## src/rtl/modport_axil_slave_if.sv

```systemverilog
// IAXILite: AXI4-Lite bundle. The `in` modport is the slave side and the
// `out` modport is the master side.
interface IAXILite #(
    parameter int ADDR_WIDTH = 16,
    parameter int DATA_WIDTH = 32
);
    logic [ADDR_WIDTH-1:0]   awaddr;
    logic [2:0]              awprot;
    logic                    awvalid;
    logic                    awready;
    logic [DATA_WIDTH-1:0]   wdata;
    logic [DATA_WIDTH/8-1:0] wstrb;
    logic                    wvalid;
    logic                    wready;
    logic [1:0]              bresp;
    logic                    bvalid;
    logic                    bready;
    logic [ADDR_WIDTH-1:0]   araddr;
    logic [2:0]              arprot;
    logic                    arvalid;
    logic                    arready;
    logic [DATA_WIDTH-1:0]   rdata;
    logic [1:0]              rresp;
    logic                    rvalid;
    logic                    rready;

    modport in (
        input  awaddr, awprot, awvalid,
        output awready,
        input  wdata, wstrb, wvalid,
        output wready,
        output bresp, bvalid,
        input  bready,
        input  araddr, arprot, arvalid,
        output arready,
        output rdata, rresp, rvalid,
        input  rready
    );

    modport out (
        output awaddr, awprot, awvalid,
        input  awready,
        output wdata, wstrb, wvalid,
        input  wready,
        input  bresp, bvalid,
        output bready,
        output araddr, arprot, arvalid,
        input  arready,
        input  rdata, rresp, rvalid,
        output rready
    );
endinterface

```

## src/rtl/modport_axil_slave.sv

```systemverilog
// AXI4-Lite slave register file. AW and W are captured independently in
// either order. The write commits in the cycle both are available (held or
// handshaking now). Reads are answered one cycle after the AR handshake from
// the register state before any same-cycle commit.
module modport_axil_slave #(
    parameter int ADDR_WIDTH = 16,
    parameter int DATA_WIDTH = 32,
    parameter int NUM_REGS   = 16
) (
    input  logic                           clk,
    input  logic                           rst_n,
    IAXILite.in                            axil,
    output logic [NUM_REGS*DATA_WIDTH-1:0] regs_o
);
    localparam int IDX_W  = $clog2(NUM_REGS);
    localparam int STRB_W = DATA_WIDTH / 8;
    localparam int WA_W   = ADDR_WIDTH - 2;      // word address width

    localparam logic [1:0] RESP_OKAY   = 2'b00;
    localparam logic [1:0] RESP_SLVERR = 2'b10;

    // Merge a write into an existing word; an all-zero strobe means full word.
    function automatic logic [DATA_WIDTH-1:0] apply_strobe(
        input logic [DATA_WIDTH-1:0] old_v,
        input logic [DATA_WIDTH-1:0] new_v,
        input logic [STRB_W-1:0]     strb
    );
        logic [STRB_W-1:0]     eff;
        logic [DATA_WIDTH-1:0] res;
        eff = (strb == {STRB_W{1'b0}}) ? {STRB_W{1'b1}} : strb;
        res = old_v;
        for (int i = 0; i < STRB_W; i++) begin
            if (eff[i]) begin
                res[8*i +: 8] = new_v[8*i +: 8];
            end else begin
                res[8*i +: 8] = old_v[8*i +: 8];
            end
        end
        return res;
    endfunction

    // Register file and channel state
    logic [DATA_WIDTH-1:0] regs_q [NUM_REGS];
    logic [DATA_WIDTH-1:0] regs_d [NUM_REGS];
    logic                  aw_held_q, aw_held_d;
    logic                  w_held_q,  w_held_d;
    logic [WA_W-1:0]       awaddr_q,  awaddr_d;
    logic [DATA_WIDTH-1:0] wdata_q,   wdata_d;
    logic [STRB_W-1:0]     wstrb_q,   wstrb_d;
    logic                  awready_q, awready_d;
    logic                  wready_q,  wready_d;
    logic                  bvalid_q,  bvalid_d;
    logic [1:0]            bresp_q,   bresp_d;
    logic                  arready_q, arready_d;
    logic                  rvalid_q,  rvalid_d;
    logic [DATA_WIDTH-1:0] rdata_q,   rdata_d;
    logic [1:0]            rresp_q,   rresp_d;

    // Combinational helpers
    logic                  aw_fire_s, w_fire_s, b_fire_s, ar_fire_s, r_fire_s;
    logic                  commit_s;
    logic [WA_W-1:0]       w_addr_s;
    logic [DATA_WIDTH-1:0] w_data_s;
    logic [STRB_W-1:0]     w_strb_s;
    logic                  w_in_range_s;
    logic [IDX_W-1:0]      w_idx_s;
    logic [WA_W-1:0]       r_addr_s;
    logic                  r_in_range_s;
    logic [IDX_W-1:0]      r_idx_s;

    // Protection bits and byte offsets carry no meaning for this block.
    logic unused_s;
    assign unused_s = ^{axil.awprot, axil.arprot, axil.awaddr[1:0], axil.araddr[1:0]};

    // Write channel: capture AW/W independently, commit when both are present.
    always_comb begin
        aw_fire_s = axil.awvalid && awready_q;
        w_fire_s  = axil.wvalid && wready_q;
        b_fire_s  = bvalid_q && axil.bready;

        w_addr_s = aw_held_q ? awaddr_q : axil.awaddr[ADDR_WIDTH-1:2];
        w_data_s = w_held_q ? wdata_q : axil.wdata;
        w_strb_s = w_held_q ? wstrb_q : axil.wstrb;
        w_in_range_s = (w_addr_s[WA_W-1:IDX_W] == {(WA_W-IDX_W){1'b0}});
        w_idx_s      = w_addr_s[IDX_W-1:0];

        commit_s = (aw_held_q || aw_fire_s) && (w_held_q || w_fire_s) && !bvalid_q;

        aw_held_d = aw_held_q;
        w_held_d  = w_held_q;
        awaddr_d  = awaddr_q;
        wdata_d   = wdata_q;
        wstrb_d   = wstrb_q;
        bvalid_d  = bvalid_q;
        bresp_d   = bresp_q;
        for (int k = 0; k < NUM_REGS; k++) begin
            regs_d[k] = regs_q[k];
        end

        if (b_fire_s) begin
            aw_held_d = 1'b0;
            w_held_d  = 1'b0;
            bvalid_d  = 1'b0;
        end else begin
            if (aw_fire_s) begin
                aw_held_d = 1'b1;
                awaddr_d  = axil.awaddr[ADDR_WIDTH-1:2];
            end else begin
                aw_held_d = aw_held_q;
            end
            if (w_fire_s) begin
                w_held_d = 1'b1;
                wdata_d  = axil.wdata;
                wstrb_d  = axil.wstrb;
            end else begin
                w_held_d = w_held_q;
            end
            if (commit_s) begin
                bvalid_d = 1'b1;
                bresp_d  = w_in_range_s ? RESP_OKAY : RESP_SLVERR;
                if (w_in_range_s) begin
                    regs_d[w_idx_s] = apply_strobe(regs_q[w_idx_s], w_data_s, w_strb_s);
                end else begin
                    regs_d[w_idx_s] = regs_q[w_idx_s];
                end
            end else begin
                bvalid_d = bvalid_q;
            end
        end

        awready_d = !aw_held_d && !bvalid_d;
        wready_d  = !w_held_d && !bvalid_d;
    end

    // Read channel: sample the pre-commit register state on the AR handshake.
    always_comb begin
        ar_fire_s    = axil.arvalid && arready_q;
        r_fire_s     = rvalid_q && axil.rready;
        r_addr_s     = axil.araddr[ADDR_WIDTH-1:2];
        r_in_range_s = (r_addr_s[WA_W-1:IDX_W] == {(WA_W-IDX_W){1'b0}});
        r_idx_s      = r_addr_s[IDX_W-1:0];

        rvalid_d = rvalid_q;
        rdata_d  = rdata_q;
        rresp_d  = rresp_q;
        if (ar_fire_s) begin
            rvalid_d = 1'b1;
            if (r_in_range_s) begin
                rdata_d = regs_q[r_idx_s];
                rresp_d = RESP_OKAY;
            end else begin
                rdata_d = {DATA_WIDTH{1'b0}};
                rresp_d = RESP_SLVERR;
            end
        end else if (r_fire_s) begin
            rvalid_d = 1'b0;
        end else begin
            rvalid_d = rvalid_q;
        end
        arready_d = !rvalid_d;
    end

    // State registers; readies start low and rise on the first edge after reset.
    always_ff @(posedge clk or negedge rst_n) begin
        if (!rst_n) begin
            for (int k = 0; k < NUM_REGS; k++) begin
                regs_q[k] <= {DATA_WIDTH{1'b0}};
            end
            aw_held_q <= 1'b0;
            w_held_q  <= 1'b0;
            awaddr_q  <= {WA_W{1'b0}};
            wdata_q   <= {DATA_WIDTH{1'b0}};
            wstrb_q   <= {STRB_W{1'b0}};
            awready_q <= 1'b0;
            wready_q  <= 1'b0;
            bvalid_q  <= 1'b0;
            bresp_q   <= 2'b00;
            arready_q <= 1'b0;
            rvalid_q  <= 1'b0;
            rdata_q   <= {DATA_WIDTH{1'b0}};
            rresp_q   <= 2'b00;
        end else begin
            for (int k = 0; k < NUM_REGS; k++) begin
                regs_q[k] <= regs_d[k];
            end
            aw_held_q <= aw_held_d;
            w_held_q  <= w_held_d;
            awaddr_q  <= awaddr_d;
            wdata_q   <= wdata_d;
            wstrb_q   <= wstrb_d;
            awready_q <= awready_d;
            wready_q  <= wready_d;
            bvalid_q  <= bvalid_d;
            bresp_q   <= bresp_d;
            arready_q <= arready_d;
            rvalid_q  <= rvalid_d;
            rdata_q   <= rdata_d;
            rresp_q   <= rresp_d;
        end
    end

    // Flatten the register file onto the output bus.
    always_comb begin
        regs_o = {(NUM_REGS*DATA_WIDTH){1'b0}};
        for (int k = 0; k < NUM_REGS; k++) begin
            regs_o[k*DATA_WIDTH +: DATA_WIDTH] = regs_q[k];
        end
    end

    assign axil.awready = awready_q;
    assign axil.wready  = wready_q;
    assign axil.bvalid  = bvalid_q;
    assign axil.bresp   = bresp_q;
    assign axil.arready = arready_q;
    assign axil.rvalid  = rvalid_q;
    assign axil.rdata   = rdata_q;
    assign axil.rresp   = rresp_q;
endmodule

```

## src/flat_wrapper.sv

```systemverilog
// flat-port wrapper written by rule: the top's interface ports become plain ports
module modport_axil_slave_flat 
#(
    parameter int ADDR_WIDTH = 16,
    parameter int DATA_WIDTH = 32,
    parameter int NUM_REGS   = 16
)
  (clk, rst_n, regs_o, axil_awaddr, axil_awprot, axil_awvalid, axil_awready, axil_wdata, axil_wstrb, axil_wvalid, axil_wready, axil_bresp, axil_bvalid, axil_bready, axil_araddr, axil_arprot, axil_arvalid, axil_arready, axil_rdata, axil_rresp, axil_rvalid, axil_rready);
  IAXILite #(.ADDR_WIDTH(ADDR_WIDTH), .DATA_WIDTH(DATA_WIDTH)) axil_i ();
  input  logic clk;
  input  logic rst_n;
  output logic [NUM_REGS*DATA_WIDTH-1:0] regs_o;
  input wire logic [$bits(axil_i.awaddr)-1:0] axil_awaddr;
  input wire logic [$bits(axil_i.awprot)-1:0] axil_awprot;
  input wire logic [$bits(axil_i.awvalid)-1:0] axil_awvalid;
  output wire logic [$bits(axil_i.awready)-1:0] axil_awready;
  input wire logic [$bits(axil_i.wdata)-1:0] axil_wdata;
  input wire logic [$bits(axil_i.wstrb)-1:0] axil_wstrb;
  input wire logic [$bits(axil_i.wvalid)-1:0] axil_wvalid;
  output wire logic [$bits(axil_i.wready)-1:0] axil_wready;
  output wire logic [$bits(axil_i.bresp)-1:0] axil_bresp;
  output wire logic [$bits(axil_i.bvalid)-1:0] axil_bvalid;
  input wire logic [$bits(axil_i.bready)-1:0] axil_bready;
  input wire logic [$bits(axil_i.araddr)-1:0] axil_araddr;
  input wire logic [$bits(axil_i.arprot)-1:0] axil_arprot;
  input wire logic [$bits(axil_i.arvalid)-1:0] axil_arvalid;
  output wire logic [$bits(axil_i.arready)-1:0] axil_arready;
  output wire logic [$bits(axil_i.rdata)-1:0] axil_rdata;
  output wire logic [$bits(axil_i.rresp)-1:0] axil_rresp;
  output wire logic [$bits(axil_i.rvalid)-1:0] axil_rvalid;
  input wire logic [$bits(axil_i.rready)-1:0] axil_rready;
  assign axil_i.awaddr = axil_awaddr;
  assign axil_i.awprot = axil_awprot;
  assign axil_i.awvalid = axil_awvalid;
  assign axil_awready = axil_i.awready;
  assign axil_i.wdata = axil_wdata;
  assign axil_i.wstrb = axil_wstrb;
  assign axil_i.wvalid = axil_wvalid;
  assign axil_wready = axil_i.wready;
  assign axil_bresp = axil_i.bresp;
  assign axil_bvalid = axil_i.bvalid;
  assign axil_i.bready = axil_bready;
  assign axil_i.araddr = axil_araddr;
  assign axil_i.arprot = axil_arprot;
  assign axil_i.arvalid = axil_arvalid;
  assign axil_arready = axil_i.arready;
  assign axil_rdata = axil_i.rdata;
  assign axil_rresp = axil_i.rresp;
  assign axil_rvalid = axil_i.rvalid;
  assign axil_i.rready = axil_rready;
  modport_axil_slave #(.ADDR_WIDTH(ADDR_WIDTH), .DATA_WIDTH(DATA_WIDTH), .NUM_REGS(NUM_REGS)) u_core (.clk(clk), .rst_n(rst_n), .axil(axil_i), .regs_o(regs_o));
endmodule
```

## config.mk

```make
export PLATFORM = sky130hd
export DESIGN_NAME = modport_axil_slave_flat
export DESIGN_NICKNAME = d
export VERILOG_FILES = /design/src/rtl/modport_axil_slave_if.sv /design/src/rtl/modport_axil_slave.sv /design/src/flat_wrapper.sv
export SDC_FILE = /design/constraint.sdc
export NUM_CORES = 1
export LEC_CHECK = 0
export ABC_AREA = 1
export CORE_UTILIZATION = 40
export DETAILED_ROUTE_END_ITERATION = 7
export GPL_TIMING_DRIVEN = 1
export HOLD_SLACK_MARGIN = 0.08
export PLACE_DENSITY_LB_ADDON = 0.05
export SETUP_SLACK_MARGIN = 0.4
export SYNTH_ARGS = -nofsm -noshare
export SYNTH_HDL_FRONTEND = slang
export SYNTH_SLANG_ARGS = --single-unit
```

## constraint.sdc

```tcl
create_clock -name clk -period 4.1 [get_ports clk]
set_input_delay 1.23 -clock clk [delete_from_list [all_inputs] [get_ports clk]]
set_output_delay 1.23 -clock clk [all_outputs]
set_load 0.005 [all_outputs]
```

# --- Word level (Yosys, flattened, before mapping) ---
# Cells that the tools add are included.
classes:
  reduce_logical: 23
  muxes: 42
  magnitude_cmp: 3
  n_bitwise: 3
ops:
  columns: ["op", "count"]
  rows:
  - ["512-bit bitwise mux", 2]
  - ["512-bit two-way mux", 1]
  - ["32-bit binary-select mux with 4-bit select", 2]
  - ["32-bit two-way mux", 7]
  - ["32-bit demux with 4-bit select", 1]
  - ["8-bit two-way mux", 16]
  - ["10-bit logical NOT", 2]
  - ["14-bit two-way mux", 1]
  - ["5-bit >= comparator (second input constant)", 2]
  - ["1-bit logical AND", 10]
  - ["4-bit NOT with 5-bit output", 2]
  - ["1-bit two-way mux", 8]
  - ["4-bit two-way mux", 2]
  - ["2-bit AND reduction", 3]
  - ["1-bit logical NOT", 5]
  - ["5-bit by 1-bit less-than comparator with 1-bit output (second input constant)", 1]
  - ["4-bit logical NOT", 1]
  - ["2-bit two-way mux", 2]
  - ["1-bit logical OR", 2]
  - ["1-bit NOT", 1]
word_totals:
  in_bits: 81
  elab_cells: 100
  ff_bits: 605
  out_inout_bits: 553

# --- Depth between registers and ports, before layout ---
# Gate-level depths: netlist of the first run.
logic_depth:
  word_depth: 11
  mapped_depth: 14
  ltp_nobuf: 11

# --- Worst setup path after synthesis of the first run ---
# Ideal clock, no wire load.
synth_path:
  kind: "input -> register"
  startpoint: "input port axil_wvalid"
  endpoint: "register u_core.regs_q, in the netlist u_core.regs_o[343]"
  t_required_ns: 4.034
  path_stages: 11
  t_arrival_ns: 2.639
  setup_slack_ns: 1.396
  n_path_buf: 3
  setup_ns: 0.066
  cell_sequence: "nand2_1 -> inv_1 -> nor2_1 -> a211oi_1 -> buf_4 -> buf_4 -> nand4_2 -> clkbuf_1 -> a21oi_1 -> nand2_1 -> nand2_1"
synth_between:
  elab_chain_len: 5
synth_rtl:
  columns: ["item", "line", "text"]
  rows:
  - ["start, declared", "flat_wrapper.sv:19", "input wire logic [$bits(axil_i.wvalid)-1:0] axil_wvalid;"]
  - ["1-bit logical AND", "modport_axil_slave.sv:78", "w_fire_s = axil.wvalid && wready_q;"]
  - ["1-bit logical OR", "modport_axil_slave.sv:87", "commit_s = (aw_held_q || aw_fire_s) && (w_held_q || w_fire_s) && !bvalid_q;"]
  - ["1-bit logical AND (2 in a row)", "modport_axil_slave.sv:87", null]
  - ["2-bit AND reduction (no line)", null, null]
  - ["end signal, assigned by index", "modport_axil_slave.sv:167", "regs_q[k] <= {DATA_WIDTH{1'b0}};"]
  - ["end signal, assigned by index", "modport_axil_slave.sv:184", "regs_q[k] <= regs_d[k];"]
  - ["end, declared", "modport_axil_slave.sv:43", "logic [DATA_WIDTH-1:0] regs_q [NUM_REGS];"]
# Every way passes these cells.
# A chain may end at the register's enable or synchronous reset.

# --- Final worst setup path of the first run ---
layout_path:
  startpoint: "input port axil_awaddr[3]"
  endpoint: "register u_core.regs_q, in the netlist u_core.regs_o[8]"
layout_between:
  elab_chain_len: 11
  word_cells_on_any_way: 17
layout_rtl:
  columns: ["item", "line", "text"]
  rows:
  - ["start, declared", "flat_wrapper.sv:13", "input wire logic [$bits(axil_i.awaddr)-1:0] axil_awaddr;"]
  - ["14-bit two-way mux *", "modport_axil_slave.sv:81", "w_addr_s = aw_held_q ? awaddr_q : axil.awaddr[ADDR_WIDTH-1:2];"]
  - ["4-bit NOT with 5-bit output (not written as such) *", "modport_axil_slave.sv:122, modport_axil_slave.sv:124", null]
  - ["32-bit binary-select mux with 4-bit select", "modport_axil_slave.sv:122, modport_axil_slave.sv:124", null]
  - ["32-bit two-way mux (not written as such) (2 in a row)", "modport_axil_slave.sv:122, modport_axil_slave.sv:124", null]
  - ["8-bit two-way mux", "modport_axil_slave.sv:33", "if (eff[i]) begin"]
  - ["8-bit two-way mux", "modport_axil_slave.sv:121", "if (w_in_range_s) begin"]
  - ["8-bit two-way mux", "modport_axil_slave.sv:118", "if (commit_s) begin"]
  - ["8-bit two-way mux", "modport_axil_slave.sv:100", "if (b_fire_s) begin"]
  - ["512-bit bitwise mux", "modport_axil_slave.sv:122", "regs_d[w_idx_s] = apply_strobe(regs_q[w_idx_s], w_data_s, w_strb_s);"]
  - ["512-bit two-way mux *", "modport_axil_slave.sv:121", null]
# Every way passes the cells marked *; elsewhere a longest branch is shown, timed or not. The select of a mux whose other input is x is not followed.

==> results of run 1 <==
registers in the layout, indices dropped and copies added (netlist names), 4 cells and up:
signal	flops
u_core.regs_o	512
u_core.axil.rdata	32
u_core.wdata_q	32
u_core.awaddr_q	14
u_core.wstrb_q	4
layout make-up:
type / count / area share (%)
Timing Repair Buffer: 846 / 18.8
Clock buffer: 111 / 4.66
Clock inverter: 19 / 0.570
Tap cell: 1186 / 3.10
Inverter: 75 / 0.636
Sequential cell: 603 / 31.6
Multi-Input combinational cell: 4275 / 40.7
worst min path at each step:
| stage | depth (start not counted) | to | slack (ns) |
|---|---|---|---|
| 6_report | 1 | u_core.axil.arready | 0.46 |
| 4_1_cts | 1 | u_core.axil.arready | 0.46 |
| 2_1_floorplan | 2 | u_core.wstrb_q[0] | 0.45 |
| 5_1_grt | 1 | u_core.axil.arready | 0.49 |
| 3_3_place_gp | 1 | u_core.axil.arready | 0.45 |
| 3_5_place_dp | 1 | u_core.axil.arready | 0.46 |
stage by stage:
| stage | TNS (ns) | area (um2) | util, % | total power [W] |
|---|---|---|---|---|
| after floorplan | 0 | 36900 | - | 0.0184 |
| after global placement | -4.03 | 45300 | 49.5 | 0.0278 |
| after detailed placement | -2.98 | 45300 | 49.5 | 0.0280 |
| after CTS | 0 | 47800 | 52.3 | 0.0350 |
| after global routing | 0 | 47800 | 52.3 | 0.0367 |
| final | 0 | 47800 | 52.3 | 0.0352 |
where the power goes:
group          internal [W]  switching (W)
registers           0.00779        0.00258
logic               0.00678         0.0110
clock network       0.00418        0.00278
cell usage after synthesis, types with 4 or more instances:
cell                       number  area [um2]
sky130_fd_sc_hd__nor2_2        15        93.8
sky130_fd_sc_hd__o211ai_1     126         946
sky130_fd_sc_hd__nand3_1      671        3360
sky130_fd_sc_hd__o21ai_2        4        35.0
sky130_fd_sc_hd__nor2_1       389        1460
sky130_fd_sc_hd__buf_2        103         515
sky130_fd_sc_hd__nand2_1     2020        7580
sky130_fd_sc_hd__buf_1         19        71.3
sky130_fd_sc_hd__o21ai_1       28         140
sky130_fd_sc_hd__dfrtp_1      603       15100
sky130_fd_sc_hd__nor2_8         4        80.1
sky130_fd_sc_hd__buf_4         55         413
sky130_fd_sc_hd__inv_1         68         255
sky130_fd_sc_hd__o21ai_0      338        1690
sky130_fd_sc_hd__a21oi_1      553        2770
sky130_fd_sc_hd__nand4_4        7         149
sky130_fd_sc_hd__nand4_1        4        25.0
sky130_fd_sc_hd__a22o_1        31         272
sky130_fd_sc_hd__nand4_2        9         113
sky130_fd_sc_hd__clkbuf_1     283        1060
sky130_fd_sc_hd__buf_6         10         113
sky130_fd_sc_hd__nand2_2       39         244
sky130_fd_sc_hd__nor2_4        19         214
routing by layer:
metal  global-route usage (%)  vias to the layer above  share of wire (%)
met2                     61.1                     2215                 47
met4                     26.3                        2                7.9
li1                         -                    18800                  -
met1                     43.7                    19400                 36
met3                     7.76                      499                8.9
met5                        0                        -             0.0073
cells by family after synthesis:
family / Yosys count
AOI/OAI and AO/OA: 1089
muxes: 1
other: 1
and+or+nand+nor: 3183
buffers and inverters: 546
DFF: 603
==> results by stage, run 1 <==
Status:
- The flow ran to the end, and the final reports show no timing, DRC or antenna violations.

Critical path:
- The startpoint type of the worst setup path is an input port.
- The highest cell delay on the worst timing path is approximately 0.8 ns.
- The signal on the critical path passes through clkdlybuf4s50_1, inv_1, o21ai_4, buf_12, nand3_1, nand3_1, nand2_1, nor2_2, a21oi_1, nand2_1, nand2_1.
- The critical path's top delay family is simple AND/OR/NAND/NOR gates.
- The category of the worst setup path capture point is a flip-flop.
- The type of the setup path with the least slack is in2reg.
- The most common cell type on the critical path is sky130_fd_sc_hd__nand2_1.
- The critical path buffer and inverter count is 3.
- The most critical setup path has its startpoint at axil_awaddr[3].
- The critical path arrival is around 4 ns.
- The number of cells on the worst reg-to-reg path is 13.
- Of all nets on the critical path, the largest fanout is 16.
- The setup slack of the most critical reg-to-reg path is 0.87 ns.
- The critical path ends at u_core.regs_o[8].
- For the worst setup path, the data required time is around 4.6 ns.
- For this design, the slowest cell found on the critical path is sky130_fd_sc_hd__nor2_2.
- In this run the number of cells on the critical path is 11.
- The startpoint of the most critical register-to-register path is u_core.aw_held_q.
- The critical register-to-register path endpoint is u_core.regs_o[96].

CTS:
- No sink is reached through more buffers than the 3 on the longest clock path.
- CTS built an H-tree with a depth of 3.
- Post-CTS repair changed the size of 0 cells.
- The clock transition time at the flip-flop clock pins of the worst setup and hold paths is ~0.05 ns.
- In this run, post-CTS hold repair placed 0 buffers.
- The clock tree from TritonCTS is built.
- The clock net in this run drives a total of 603 sinks.
- The number of CTS-inserted buffers is 75.
- At the later pin of the worst-skew pair, clock insertion delay measures 0.64 ns.
- The post-CTS setup buffer count is 0.
- The tree is rooted in a sky130_fd_sc_hd__clkbuf_16.

GRT:
- Global routing used between 30% and 40% of the available tracks across all layers.
- The via count of the first global-routing pass was 37,900.
- The total overflow left after global routing is 0.
- The number of antenna violations at the first check in global routing is 1.
- The first global-routing pass estimated between 200,000 and 300,000 um of wire.
- The largest net degree at the start of global routing is around 110.

Synth:
- The share of the Yosys chip area taken by registers is between 40% and 50%.
- After synthesis the cells add up to 36,900 um2.
- The basic-gate share of the synthesized area counting and, or, nand and nor cells is 36.2%.
- The synthesized design contains 0 enable-type register cells.
- The post-synthesis average cell area is 6.80 um2.
- Synthesis produced approximately 5,400 cells.
- Multiplexer cells account for less than 1% of the synthesized area.
- The largest family of logic cells by synthesized area is simple AND/OR/NAND/NOR gates.
- The number of distinct library cell variants in the gate-level netlist after synthesis is 37.
- The compound-gate portion of the synthesized area is about 16%.
- The area share of xor/xnor cells in the synthesized design is 0%.
- The synthesized design contains roughly 600 register bits.
- The number of warnings printed during yosys synthesis is 0.
- The adder-cell area share of the yosys netlist is 0%.
- In the synthesized netlist the async set-or-reset flop fraction comes to 100%.
- The most used flip-flop cell after synthesis is sky130_fd_sc_hd__dfrtp_1.

Timing:
- The largest clock skew in the final design is approximately 0.016 ns.
- The maximum clock frequency is between 200 and 300 MHz.
- Measured against its own limit, the worst slew margin works out to a little under a third.
- Setup repair after global routing left no endpoint under its margin.
- The worst hold margin is about 0.46 ns.
- The final-report hold violation count was 0.
- The count of final max-slew check failures came to 0.
- The worst path needs between 3 and 4 ns of the cycle, external delays included.
- Across all setup checks in the final design, the least slack found is around 0.5 ns.
- Setup violations remaining at the end of the flow were counted as 0.
- The share of the clock period used by the worst path is between 80% and 90%.
- The slew at the pin closest to its max-slew limit is 1.02 ns.

Floorplan:
- The total core area is about 92,000 um2.
- The initialized floorplan defines ~110 standard-cell rows.
- From left edge to right edge, the die measures 306 um.
- Pin placement for this block handled 634 I/O pins.
- The vertical extent of the die is 306 um.
- The die covers between 90,000 and 100,000 um2.
- For this configuration, the core starts out at a cell density of about 40%.

Placement:
- Once placement completed, the tool counted placed cells totaling 6,985.
- At the end of routability-driven placement, the weighted congestion stood at around 0.94.
- The half-perimeter wire length after placement is roughly 120,000 um.
- Timing analysis after detailed placement gives a worst setup slack of -0.139 ns.
- The count of input and output buffers is just over 600.

Final layout:
- The post-route netlist has roughly 7.6% of its cells at a drive strength greater than 1.
- Counting the fill cells in the layout gives a little under 9,000.
- The multi-input combinational cells in the finished layout cover a total of slightly below 20,000 um2.
- Excluding fillers, the count of instances in the completed layout stands at 7,115.
- The area growth from synthesis to layout is 29.7%.
- Leaving out fill and tap cells, the most frequent cells in the layout are 2,018 x sky130_fd_sc_hd__nand2_1, 671 x sky130_fd_sc_hd__nand3_1, 616 x sky130_fd_sc_hd__clkdlybuf4s50_1, 602 x sky130_fd_sc_hd__dfrtp_1, 553 x sky130_fd_sc_hd__a21oi_1.
- Leaving out fill and tap cells, the most frequent cell in the layout is sky130_fd_sc_hd__nand2_1.
- The total number of nets in the final design is 5,957.
- The number of antenna cells inserted is 0.
- The sequential cell area is about 15,000 um2.

Power:
- IR analysis of the VDD net gives a maximum drop of roughly 0.00038 V.
- In this run the static leakage power is about 22 nW.
- The total power per unit cell area is between 700 and 800 nW/um2.

Detailed routing:
- The total wire length after detailed routing is between 150,000 and 200,000 um.
- The first detailed-routing pass ran for 8 iterations.
- After detailed routing, the number of vias per cell comes to roughly 5.8.
- The DRC violation count after routing is 0.
- The detailed router's first-iteration violation count is ~4,500.
- The number of vias after detailed routing is ~41,000.
- The average wire per cell in the routed design is between 20 and 30 um.
- The number of routed nets with antenna violations is 0.

Hold path:
- The worst hold path belongs to the class reg2reg.
- The startpoint identified for the worst hold timing path is u_core.axil.rvalid.

Job:
- The reported max-cap violation count is 0.
No activity file was read; power rests on OpenSTA's default activity.
==> inputs of run 2 (changes only) <==
PLACE_DENSITY_LB_ADDON = not set   (was 0.05)
==> results by stage, run 2 (same netlist as run 1, synthesis figures left out) <==
Final layout:
- The area overhead of the layout relative to synthesis is 28.8%.
- The multi-input combinational cells in the finished layout cover a total of between 15,000 and 20,000 um2.
- The number of antenna diodes in the final layout is 0.
- The sequential cell area is between 15,000 and 20,000 um2.
- The register with the most flip-flops in the layout has just over 500 of them.
- The fraction of the core area covered by cells at the end of the flow is 51.9%.
- Cells with a size suffix above 1 make up 7.20% of the layout.
- Leaving out fill and tap cells, the most frequent cells in the layout are 2,018 x sky130_fd_sc_hd__nand2_1, 671 x sky130_fd_sc_hd__nand3_1, 616 x sky130_fd_sc_hd__clkdlybuf4s50_1, 602 x sky130_fd_sc_hd__dfrtp_1, 553 x sky130_fd_sc_hd__a21oi_1.
- The total number of nets in the final design is 5,924.
- The most frequent standard cell in the layout excluding fill and tap cells is sky130_fd_sc_hd__nand2_1.
- The fill cell total of the finished layout is between 8,000 and 9,000.

Power:
- The leakage power total is around 22 nW.
- The largest vdd supply drop is about 0.00043 V.
- The power consumption is 0.0347 W.
- Power spread over the standard cell area amounts to ~730 nW/um2.

Critical path:
- The category of the worst setup path capture point is a flip-flop.
- The maximum fanout along the worst path is 19.
- The worst path required time is approximately 4.6 ns.
- The type of the setup path with the least slack is reg2reg.
- The startpoint type of the worst setup path is a flip-flop.
- The critical path arrival is approximately 4.2 ns.

Status:
- The flow ran to the end, and the final reports show no timing, DRC or antenna violations.

Floorplan:
- The width of the die is 306 um.
- The total core area is between 90,000 and 100,000 um2.
- Row generation in the floorplan step produced 111 rows.
- The initial core utilization is 40.3%.
- The top-level port count is about 630.
- In this run the vertical extent of the chip is 306 um.
- The die area is slightly above 90,000 um2.

Placement:
- During placement, the flow inserted port buffers numbering approximately 620.
- Detailed placement ended at an HPWL of 120,000 um.
- The final weighted congestion of routability-driven global placement is about 0.96.

Timing:
- The final-report hold violation count was 0.
- Measured against its own limit, the worst slew margin works out to 17.9%.
- Setup repair after global routing left no endpoint under its margin.
- The worst path uses 88.4% of the clock period.
- The routed design could run at a clock period as short as ~3.6 ns.
- Based on the critical path, the design can be clocked at up to between 200 and 300 MHz.
- The largest clock skew in the final design is around 0.028 ns.
- The setup total negative slack is 0 ns.
- The count of final max-slew check failures came to 0.
- For the pin with the worst max-slew slack, the measured transition is roughly 1.2 ns.
- Hold timing on the final database bottoms out at a slack of between 0.4 and 0.5 ns.
- The count of final setup violators is 0.

CTS:
- TritonCTS built the clock tree.
- Clock-pin slew was measured on the worst setup and hold paths at ~0.06 ns.
- The number of CTS-inserted buffers is between 70 and 80.
- The master cell of the clock root buffer is sky130_fd_sc_hd__clkbuf_16.
- The CTS sink count is 603.
- The clock reaches the later pin of the worst-skew pair after about 0.64 ns.
- In this run the post-CTS setup repair buffer count came out at 0.
- The maximum buffer depth of the clock tree is 3.
- CTS built an H-tree with a depth of 3.

Job:
- The reported max-cap violation count is 0.

Detailed routing:
- The count of nets left with antenna violations once routing finished came out at 0.
- The DRC violation count after routing is 0.
- The total wire length after detailed routing is around 180,000 um.
- The via density per instance is just under 6.
- The detailed-routing iteration count for the pre-antenna-repair pass is 6.
- The average wire per cell in the routed design is approximately 25 um.
- For this block, the via count after detailed routing is a little over 40,000.
- The first routing iteration left about 5,000 violations.

GRT:
- The number of antenna violations at the first check in global routing is 0.
- The first global-routing pass estimated around 260,000 um of wire.
- The overall overflow remaining after global route is 0.
- The largest net degree at the start of global routing is roughly 120.
- The via count of the first global-routing pass is between 30,000 and 40,000.
- Global routing used between 30% and 40% of the available tracks across all layers.

Hold path:
- The class of the tightest hold or removal check is reg2reg.
-- run 2: cell count changes in the layout (fill, tap and decap cells not counted) --
| cell | previous run | this run |
|---|---|---|
| sky130_fd_sc_hd__nor2_4 | 19 | 26 |
| sky130_fd_sc_hd__nor2_2 | 15 | 8 |
| sky130_fd_sc_hd__buf_4 | 139 | 113 |
| sky130_fd_sc_hd__clkbuf_16 | 81 | 77 |
| sky130_fd_sc_hd__clkinvlp_4 | 1 | 0 |
| sky130_fd_sc_hd__clkbuf_8 | 10 | 20 |
| sky130_fd_sc_hd__inv_16 | 0 | 1 |
| sky130_fd_sc_hd__clkinv_8 | 0 | 2 |
| sky130_fd_sc_hd__inv_6 | 2 | 3 |
| sky130_fd_sc_hd__buf_2 | 2 | 3 |
| sky130_fd_sc_hd__clkbuf_1 | 21 | 20 |
| sky130_fd_sc_hd__buf_12 | 87 | 80 |
| sky130_fd_sc_hd__bufinv_16 | 7 | 3 |
-- run 2: worst max-delay path: stages (launching register included) --
cell	delay (ns)
sky130_fd_sc_hd__dfrtp_1	0.80
sky130_fd_sc_hd__inv_1	0.38
sky130_fd_sc_hd__nand2_8	0.30
sky130_fd_sc_hd__nand2_8	0.15
sky130_fd_sc_hd__buf_12	0.20
sky130_fd_sc_hd__nand2_1	0.07
sky130_fd_sc_hd__nand3_1	0.06
sky130_fd_sc_hd__nand3_1	0.07
sky130_fd_sc_hd__nand2_1	0.26
sky130_fd_sc_hd__nor2_2	0.86
sky130_fd_sc_hd__a21oi_1	0.17
sky130_fd_sc_hd__nand2_1	0.10
sky130_fd_sc_hd__nand2_1	0.06
-- run 2: metal layers --
| layer | vias to the layer above | share of wire, % | global-route usage (%) |
|---|---|---|---|
| li1 | 18800 | - | - |
| met1 | 19800 | 36 | 44.0 |
| met2 | 2406 | 47 | 60.0 |
| met3 | 471 | 9.9 | 8.00 |
| met4 | 0 | 7.4 | 23.7 |
| met5 | - | 0 | 0 |
-- run 2: where the power goes --
part	switching, W	total, W	internal (W)
sequential	0.00253	0.0103	0.00779
clock	0.00282	0.00681	0.00399
combinational	0.0110	0.0175	0.00650
-- run 2: layout make-up --
type	count	share of cell area, %
multi-input cells	4275	41.0
flip-flops and latches	603	31.8
repair buffers	814	18.2
clock buffers	116	4.77
well taps	1186	3.12
inverters	75	0.640
clock inverters	18	0.435
-- run 2: per-stage QoR --
step	std cells	instance area [um2]	setup WS, ns
after floorplan	5424	36900	1.40
after global placement	6953	45000	-0.00210
after detailed placement	6953	45000	-0.00954
after CTS	7087	47500	0.512
after global routing	7087	47500	0.402
final	7087	47500	0.474
-- run 2: path summary, 6_finish.rpt --
path | from | endpoint | slack, ns | cells past startpoint
max | u_core.aw_held_q | u_core.regs_o[161] | 0.47 | 12
min | u_core.axil.rvalid | u_core.axil.arready | 0.46 | 1
max reg2reg | u_core.aw_held_q | u_core.regs_o[161] | 0.47 | 12
min reg2reg | u_core.axil.rvalid | u_core.axil.arready | 0.46 | 1
max in group asynchronous | rst_n | u_core.regs_o[169] | 2.45 | 3
min in group asynchronous | rst_n | u_core.wdata_q[7] | 0.55 | 1
-- run 2: timing repair --
item	in CTS	in global routing
hold buffers	0	0
resized for setup	0	7
endpoints found under the hold margin	0	0
setup endpoints to repair	0	69
